`src/rtl/puf_test_pkg.sv`:
```
`default_nettype none
// ============================================================================
// Module      : puf_test_pkg
// Description : Shared types and helpers for the PUF / NIST test controller.
//               Holds the controller state encoding, the response-mode codes
//               and a saturating increment used by the pass accumulators.
// Revision    : 1.0 - initial release
// ============================================================================
package puf_test_pkg;

    typedef enum logic [2:0] {
        ST_IDLE  = 3'd0,
        ST_ISSUE = 3'd1,
        ST_WAIT  = 3'd2,
        ST_FEED  = 3'd3,
        ST_EVAL  = 3'd4,
        ST_STORE = 3'd5,
        ST_FIN   = 3'd6
    } state_t;

    localparam logic MODE_XOR = 1'b0;
    localparam logic MODE_RAW = 1'b1;

    // Adds inc to a, holding at max_val once reached.
    function automatic logic [31:0] sat_add(input logic [31:0] a,
                                            input logic        inc,
                                            input logic [31:0] max_val);
        if (inc && (a < max_val)) begin
            return a + 32'd1;
        end
        return a;
    endfunction

endpackage
`default_nettype wire

```
`src/rtl/pass_accum.sv`:
```
`default_nettype none
// ============================================================================
// Module      : pass_accum
// Description : N_TESTS saturating pass counters. clr zeroes all counters,
//               en adds res[i] into counter i, rd_idx selects the counter
//               shown on rd_data.
// Ports       : clk_1, rst          - clock, synchronous active-high reset
//               clr, en, res        - clear, accumulate enable, pass flags
//               rd_idx, rd_data     - indexed read port
// Revision    : 1.0 - initial release
// ============================================================================
module pass_accum
    import puf_test_pkg::*;
#(
    parameter int N_TESTS = 8,
    parameter int CNT_W   = 8,
    parameter int IDX_W   = $clog2(N_TESTS + 1)
) (
    input  logic               clk_1,
    input  logic               rst,
    input  logic               clr,
    input  logic               en,
    input  logic [N_TESTS-1:0] res,
    input  logic [IDX_W-1:0]   rd_idx,
    output logic [CNT_W-1:0]   rd_data
);

    localparam logic [31:0] CNT_MAX = 32'((64'd1 << CNT_W) - 64'd1);

    logic [CNT_W-1:0] cnt [N_TESTS];

    for (genvar i = 0; i < N_TESTS; i++) begin : g_cnt
        always_ff @(posedge clk_1) begin
            if (rst || clr) begin
                cnt[i] <= '0;
            end else if (en) begin
                cnt[i] <= CNT_W'(sat_add(32'(cnt[i]), res[i], CNT_MAX));
            end
        end
    end

    always_comb begin
        rd_data = '0;
        for (int i = 0; i < N_TESTS; i++) begin
            if (rd_idx == IDX_W'(i)) begin
                rd_data = cnt[i];
            end
        end
    end

endmodule
`default_nettype wire

```
`src/rtl/puf_nist_test_ctrl.sv`:
```
`default_nettype none
// ============================================================================
// Module      : puf_nist_test_ctrl
// Description : Drives a PUF with generator challenges, streams the response
//               bits (one xor bit or two raw bits per challenge) to a NIST
//               test block, accumulates per-test pass counts over N_ROUNDS
//               rounds and writes them to result memory at base_addr.
// Ports       : start/mode/base_addr -> busy/done/err    run handshake
//               chal_in, puf_*                            PUF interface
//               test_bit(_vld), test_res(_vld)            NIST interface
//               mem_we/mem_waddr/mem_din                  result memory
// Revision    : 1.0 - initial release
// ============================================================================
module puf_nist_test_ctrl
    import puf_test_pkg::*;
#(
    parameter int N_CB       = 64,
    parameter int N_TESTS    = 8,
    parameter int ROUND_BITS = 20000,
    parameter int N_ROUNDS   = 255,
    parameter int CNT_W      = 8,
    parameter int ADDR_W     = 13,
    parameter int TIMEOUT    = 255
) (
    input  logic               clk_1,
    input  logic               rst,
    input  logic               start,
    input  logic               mode,
    input  logic [ADDR_W-1:0]  base_addr,
    output logic               busy,
    output logic               done,
    output logic               err,
    input  logic [N_CB-1:0]    chal_in,
    output logic [N_CB-1:0]    puf_challenge,
    output logic               puf_trigger,
    input  logic               puf_done,
    input  logic               puf_xor,
    input  logic [1:0]         puf_raw,
    output logic               test_bit,
    output logic               test_bit_vld,
    input  logic [N_TESTS-1:0] test_res,
    input  logic               test_res_vld,
    output logic               mem_we,
    output logic [ADDR_W-1:0]  mem_waddr,
    output logic [CNT_W-1:0]   mem_din
);

    localparam int BIT_W = $clog2(ROUND_BITS + 1);
    localparam int RND_W = $clog2(N_ROUNDS + 1);
    localparam int TO_W  = $clog2(TIMEOUT + 1);
    localparam int IDX_W = $clog2(N_TESTS + 1);

    state_t             state;
    logic               mode_r;
    logic [ADDR_W-1:0]  base_r;
    logic [BIT_W-1:0]   bit_cnt;
    logic [RND_W-1:0]   round_cnt;
    logic [TO_W-1:0]    to_cnt;
    logic               raw_hi;     // second raw bit, held for the mode-1 second FEED cycle
    logic               second;     // FEED is on the second bit of a challenge
    logic [IDX_W-1:0]   store_idx;

    logic               acc_clr;
    logic               acc_en;

    assign acc_clr = (state == ST_IDLE) && start;
    assign acc_en  = (state == ST_EVAL) && test_res_vld;

    // mem_din is a mux of registered counters indexed by a registered index,
    // so it is stable for the whole write cycle.
    pass_accum #(
        .N_TESTS (N_TESTS),
        .CNT_W   (CNT_W),
        .IDX_W   (IDX_W)
    ) u_accum (
        .clk_1   (clk_1),
        .rst     (rst),
        .clr     (acc_clr),
        .en      (acc_en),
        .res     (test_res),
        .rd_idx  (store_idx),
        .rd_data (mem_din)
    );

    always_ff @(posedge clk_1) begin
        if (rst) begin
            state         <= ST_IDLE;
            mode_r        <= MODE_XOR;
            base_r        <= '0;
            bit_cnt       <= '0;
            round_cnt     <= '0;
            to_cnt        <= '0;
            raw_hi        <= 1'b0;
            second        <= 1'b0;
            store_idx     <= '0;
            busy          <= 1'b0;
            done          <= 1'b0;
            err           <= 1'b0;
            puf_challenge <= '0;
            puf_trigger   <= 1'b0;
            test_bit      <= 1'b0;
            test_bit_vld  <= 1'b0;
            mem_we        <= 1'b0;
            mem_waddr     <= '0;
        end else begin
            puf_trigger <= 1'b0;
            done        <= 1'b0;

            case (state)
                ST_IDLE: begin
                    if (start) begin
                        mode_r        <= mode;
                        base_r        <= base_addr;
                        bit_cnt       <= '0;
                        round_cnt     <= '0;
                        err           <= 1'b0;
                        busy          <= 1'b1;
                        puf_challenge <= chal_in;
                        puf_trigger   <= 1'b1;
                        state         <= ST_ISSUE;
                    end
                end

                ST_ISSUE: begin
                    to_cnt <= '0;
                    state  <= ST_WAIT;
                end

                ST_WAIT: begin
                    // A response arriving on the final counted cycle still wins.
                    if (puf_done) begin
                        raw_hi       <= puf_raw[1];
                        test_bit     <= (mode_r == MODE_RAW) ? puf_raw[0] : puf_xor;
                        test_bit_vld <= 1'b1;
                        second       <= 1'b0;
                        state        <= ST_FEED;
                    end else if (to_cnt == TO_W'(TIMEOUT - 1)) begin
                        err   <= 1'b1;
                        busy  <= 1'b0;
                        done  <= 1'b1;
                        state <= ST_FIN;
                    end else begin
                        to_cnt <= to_cnt + TO_W'(1);
                    end
                end

                ST_FEED: begin
                    if (bit_cnt == BIT_W'(ROUND_BITS - 1)) begin
                        // Round complete; a pending second raw bit is dropped.
                        bit_cnt      <= '0;
                        test_bit_vld <= 1'b0;
                        state        <= ST_EVAL;
                    end else begin
                        bit_cnt <= bit_cnt + BIT_W'(1);
                        if ((mode_r == MODE_RAW) && !second) begin
                            second   <= 1'b1;
                            test_bit <= raw_hi;
                        end else begin
                            test_bit_vld  <= 1'b0;
                            puf_challenge <= chal_in;
                            puf_trigger   <= 1'b1;
                            state         <= ST_ISSUE;
                        end
                    end
                end

                ST_EVAL: begin
                    if (test_res_vld) begin
                        round_cnt <= round_cnt + RND_W'(1);
                        if (round_cnt == RND_W'(N_ROUNDS - 1)) begin
                            store_idx <= '0;
                            mem_we    <= 1'b1;
                            mem_waddr <= base_r;
                            state     <= ST_STORE;
                        end else begin
                            puf_challenge <= chal_in;
                            puf_trigger   <= 1'b1;
                            state         <= ST_ISSUE;
                        end
                    end
                end

                ST_STORE: begin
                    if (store_idx == IDX_W'(N_TESTS - 1)) begin
                        mem_we <= 1'b0;
                        busy   <= 1'b0;
                        done   <= 1'b1;
                        state  <= ST_FIN;
                    end else begin
                        store_idx <= store_idx + IDX_W'(1);
                        mem_waddr <= mem_waddr + ADDR_W'(1);
                    end
                end

                ST_FIN: begin
                    state <= ST_IDLE;
                end

                default: begin
                    state <= ST_IDLE;
                end
            endcase
        end
    end

endmodule
`default_nettype wire
```
`config.mk`:
```
export PLATFORM = sky130hd
export DESIGN_NAME = puf_nist_test_ctrl
export DESIGN_NICKNAME = d
export VERILOG_FILES = /design/src/rtl/puf_test_pkg.sv /design/src/rtl/pass_accum.sv /design/src/rtl/puf_nist_test_ctrl.sv
export SDC_FILE = /design/constraint.sdc
export NUM_CORES = 1
export LEC_CHECK = 0
export ABC_AREA = 1
export CAP_MARGIN = 20
export CORE_MARGIN = 5
export CORE_UTILIZATION = 45
export DETAILED_ROUTE_END_ITERATION = 7
export GPL_TIMING_DRIVEN = 1
export HOLD_SLACK_MARGIN = 0.02
export PLACE_DENSITY = 0.7
export SYNTH_ARGS = -nofsm -noshare
export SYNTH_HDL_FRONTEND = slang
export SYNTH_HIERARCHICAL = 1
export SYNTH_SLANG_ARGS = --single-unit
```
`constraint.sdc`:
```
create_clock -name clk_1 -period 3.3 [get_ports clk_1]
set_input_delay 0.495 -clock clk_1 [delete_from_list [all_inputs] [get_ports clk_1]]
set_output_delay 0.495 -clock clk_1 [all_outputs]
set_load 0.01 [all_outputs]
```
Yosys cells after proc, flatten, opt, wreduce, memory -nomap -nowiden
Memories as Yosys holds them, arrays and structs flattened.
Index checks and enable logic that the tools add are counted.
{"block": "totals", "reg_bits": 138, "ram_bits": 64, "input_bits": 94, "output_inout_bits": 92, "wordCells": 258, "mem_count": 1}
{"name": "u_accum.cnt", "depth": 8, "word_bits": 8, "rd": 8, "rd_ports_with_merged_regs": 0, "wr": 8, "line": "pass_accum.sv:30", "source": "logic [CNT_W-1:0] cnt [N_TESTS];"}
{"block": "op_classes", "add_sub_neg": 13, "n_lt_le_gt_ge": 8, "eq_ne": 30, "muxes": 144, "n_bitwise": 8, "n_reduce_logical": 36}
{"cell": "two-way mux 8 bit", "n": 52}
{"cell": "two-way mux 64 bit", "n": 5}
{"cell": "case mux 64 bit (3 select lines)", "n": 1}
{"cell": "adder 8 x 1 -> 8 bit, second input constant", "n": 10}
{"cell": "< comparator 8 bit, second input constant", "n": 8}
{"cell": "two-way mux 1 bit", "n": 56}
{"cell": "two-way mux 13 bit", "n": 3}
{"cell": "case mux 8 bit (2 select lines)", "n": 2}
{"cell": "two-way mux 15 bit", "n": 2}
{"cell": "case mux 15 bit (2 select lines)", "n": 1}
{"cell": "case mux 13 bit (2 select lines)", "n": 1}
{"cell": "two-way mux 3 bit", "n": 8}
{"cell": "inequality test 2 bit, second input constant", "n": 12}
{"cell": "case mux 3 bit (6 select lines)", "n": 1}
{"cell": "== test 4 x 3 -> 1 bit, second input constant", "n": 4}
{"cell": "== test 8 bit, second input constant", "n": 2}
{"cell": "AND reduction 4 bit", "n": 4}
{"cell": "adder 15 x 1 -> 15 bit, second input constant", "n": 1}
{"cell": "== test 15 bit, second input constant", "n": 1}
{"cell": "adder 13 x 1 -> 13 bit, second input constant", "n": 1}
{"cell": "two-way mux 4 bit", "n": 3}
{"cell": "case mux 1 bit (2 select lines)", "n": 6}
{"cell": "nonzero test 2 bit", "n": 6}
{"cell": "logical AND 1 bit", "n": 11}
{"cell": "other kinds (20)", "n": 38}

Longest topological paths before layout
An unclocked memory read counts as a cell.
{"block": "depth", "depth_word": 10, "mapped_depth": 13, "ltp_nobuf": 12}

Modules after synthesis
The synthesis kept the hierarchy.
{"module": "puf_nist_test_ctrl", "n_inst": 1, "cells_each": 887, "area_each_um2": 6198.4, "seq_area_each_um2": 2762.6}
{"module": "pass_accum", "n_inst": 1, "cells_each": 441, "area_each_um2": 3727.3, "seq_area_each_um2": 1921.8}

Least setup slack after synthesis
OpenSTA, ideal clock, no wires.
{"block": "synth_path", "kind": "reg-to-reg", "from": "register state[0]", "to": "memory u_accum.cnt[0][0], enable pin", "setup_ns": 0.384, "arrival_ns": 1.725, "t_required_ns": 2.916, "slack_ns": 1.191, "path_stages_with_launch": 10, "path_buffers": 1, "synth_period_minus_slack_ns": 2.109, "cell_sequence": "dfxtp_1 inv_2 nand2_2 nor2_2 nand2_1 inv_2 nor2_4 nand2_2 buf_6 o21ai_0"}
{"element": "start, declared", "line": "puf_nist_test_ctrl.sv:53", "source": "state_t state;"}
{"element": "start signal, assigned", "line": "puf_nist_test_ctrl.sv:87", "source": "state <= ST_IDLE;"}
{"element": "start signal, assigned", "line": "puf_nist_test_ctrl.sv:120", "source": "state <= ST_ISSUE;"}
{"element": "start signal, assigned", "line": "puf_nist_test_ctrl.sv:126", "source": "state <= ST_WAIT;"}
{"element": "end, declared", "line": "pass_accum.sv:30"}

Worst setup path in the final report
{"block": "layout_path", "from": "register store_idx[2]", "to": "output port mem_din[7]"}
{"block": "layout_via", "elab_chain_len": 9, "word_cells_on_any_way": 16, "cone_classes": "eq/ne (7); mux (8); reduce/logical (1)"}
{"element": "start, declared", "line": "puf_nist_test_ctrl.sv:61", "source": "logic [IDX_W-1:0] store_idx;"}
{"element": "start signal, assigned", "line": "puf_nist_test_ctrl.sv:190", "source": "store_idx <= store_idx + IDX_W'(1);"}
{"element": "logical NOT 4 bit", "line": "pass_accum.sv:45", "source": "if (rd_idx == IDX_W'(i)) begin"}
{"element": "two-way mux 8 bit (7 in series)", "line": "pass_accum.sv:45"}
{"element": "two-way mux 8 bit *", "line": "pass_accum.sv:45"}
{"element": "end, declared", "line": "puf_nist_test_ctrl.sv:45", "source": "output logic [CNT_W-1:0] mem_din"}
Mark *: on every way between the ends. The rest lies on a longest branch, timed or not.

==> results.ini <==
[placed_design]
placed_cells = 1766
gp_congestion = 0.9080
hpwl_mm = 19.42
numPortBuffers = 185
dp_slack_ps = 524.3
placed_area_um2 = 11990

[timing]
whs_ps = 449.8
maxSlewHeadroom_pct = 55.26
setup_violations = 0
hold_viol_final = 0
rsz0062_at_grt = no
drv_slew = 0
finalCriticalPeriod_ps = 2939
setup_tns_ps = 0
fin_ws_ps = 361.3
fmax_ghz = 0.3403
skew_ps = 8.342
fin_crit_sh_pct = 89.05
worstMarginPinSlew_ps = 669.5

[floorplan]
fp-row-count = 54
coreArea_um2 = 21760
io_pins = 186
die_x_um = 158.5
die-area_um2 = 25130
start_util_pct = 45.62
die_height_um = 158.5

[cts]
cts_buffer_depth = 3
h-tree-depth = 1
cts_hold_buf = 0
insertion_delay_ps = 500
cts_setup_buffers = 0
cts_resized = 0
numCtsBuffers = 23
cts_sinks = 202
cts-root-buf = clkbuf_16
cts_tree = done
clkTransAtPathRegs_ps = 60

[grt]
antenna_found_initial = 0
grt_usage_pct = 21.12
grt_pass1_wl_mm = 43.73
grt_pass1_vias = 8865
grt_max_degree = 65
overflow = 0

[logic_synthesis]
ys_seq_elements = 202
synth_nets = 1437
yosys_most_used_dff = dfxtp_1
synth_warnings = 6
synth_edf_count = 64
synthCells = 1328
syn_area_um2 = 9926
synth_area_leaders = dfxtp_1, edfxtp_1, nor2_1
yosys.area.top_type = dfxtp_1
syn_area_per_cell_um2 = 7.474
yosysTopAreaCellShare_pct = 27.83
synth.yosys.seq_area_share_pct = 47.20
ys_async_sr_fraction_pct = 0
synth_cell_type_count = 37

[routing]
postRouteAntennaNets = 0
drc = 0
routed_wl_mm = 27.30
vias = 9278
drt_first_pass_iters = 5
wire_per_inst_um = 15.13
drtIter0Drc = 695
vias_per_cell = 5.143

[layout]
layoutNonFillerInstCount = 1804
final_nets = 1620
post-route-util_pct = 58.43
diodes = 0
syn_to_final_growth_pct = 28.07
multi_input_area_um2 = 4468
regArea_um2 = 4684
final_cell_area_um2 = 12710
n_fill_cell = 2010
drive_above_1_share_pct = 6.430

[setup_path]
start_kind = flip-flop
crit_arrival_ps = 2440
required_ps = 2800
crit_type = reg -> out
cp_max_fo = 8
worstSetupEndpointType = output port

[power_and_ir_drop]
total_power_mw = 8.399
vdd_drop_max_v = 0.0004449
power.density_nw_per_um2 = 660.7
p_leak_nw = 4.904

[flow_run]
cap_violations = 0

[outcome]
run_status = completed

[worst_hold_path]
hold_path.class = reg -> reg

## power breakdown
| part | switching [mW] | internal [mW] |
|---|---|---|
| clock network | 0.989 | 1.45 |
| registers | 0.387 | 3.15 |
| logic | 1.36 | 1.06 |
| total | 2.74 | 5.66 |
## cells in the mapped netlist, types with 2 or more instances
master      n
nor3_2      2
nand3_2     2
buf_4       5
o21ai_0   130
a31oi_1     3
nor2_1    274
nor2_4      3
nand3b_1    2
nand2_2    11
nand2_1   223
a21oi_1    93
nand4_1    38
clkbuf_1   16
dfxtp_1   138
inv_1     114
o22ai_1     2
o21ai_1    11
nand3_1    89
edfxtp_1   64
nor3_1     29
nor2_2      8
xor2_1      5
ha_1       15
inv_2      10
nor3b_1     5
buf_2      11
o21bai_1    2
buf_6      14
## layer usage
| metal | wire length (µm) | part of all wire, % | track usage [%] |
|---|---|---|---|
| met3 | 2371 | 8.7 | 6.279 |
| met4 | 602 | 2.2 | 5.361 |
| met2 | 12490 | 46 | 34.53 |
| met1 | 11830 | 43 | 27.55 |
| met5 | 0 | 0 | 0 |
## area by class of cell
cell class,count,area share [%]
Clock buffer,31,5.423
Clock inverter,7,0.2756
Inverter,124,3.661
Multi-Input combinational cell,956,35.15
Sequential cell,202,36.85
Tap cell,280,2.756
Timing Repair Buffer,204,15.89
## flip-flops by register name (all words and copies together) (netlist names), 3 cells and up
name	cells
base_r	13
bit_cnt	15
mem_waddr	13
puf_challenge	64
round_cnt	8
state	3
store_idx	4
to_cnt	8
u_accum/cnt	64
## kinds of logic after synthesis
kind of cell	after synthesis	share of synthesized area [%]
AOI/OAI and AO/OA	248	12.92
xor gates and xnor gates	5	0.4412
adders and majority gates	15	1.891
buffers and inverters	170	7.816
DFF	202	47.20
and+or+nand+nor	688	29.74
## worst max-delay path, cell delays in order, from the launching register on
cell             delay (ps)
dfxtp_1                 400
inv_1                    80
nor2_2                  160
inv_2                    80
nor2_1                  390
nand2_1                 130
nand4_1                 150
clkdlybuf4s50_1         550
## final timing paths
check             slack, ps  cells past startpoint    startpoint            endpoint
setup / recovery        360                      7  store_idx[2]          mem_din[7]
hold / removal          450                      2     base_r[1]           base_r[1]
setup reg to reg        980                     11      state[0]  u_accum/cnt[0][30]
hold reg to reg         450                      2     base_r[1]           base_r[1]
## cells in the final DEF (no fill, tap or decap), types with 2 or more instances in the layout
cell type,count
nor2_1,273
nand2_1,223
clkdlybuf4s50_1,185
dfxtp_1,138
o21ai_0,130
inv_1,113
a21oi_1,93
nand3_1,89
edfxtp_1,64
nand4_1,38
nor3_1,29
clkbuf_16,25
buf_4,17
ha_1,15
inv_2,11
nand2_2,11
o21ai_1,11
nor2_2,9
clkinv_2,7
xor2_1,5
nor3b_1,5
clkbuf_8,4
nor2_4,3
a31oi_1,3
nand3b_1,2
nand3_2,2
o22ai_1,2
o21bai_1,2
buf_12,2
nor3_2,2
Power figures use the tool's default switching activity.
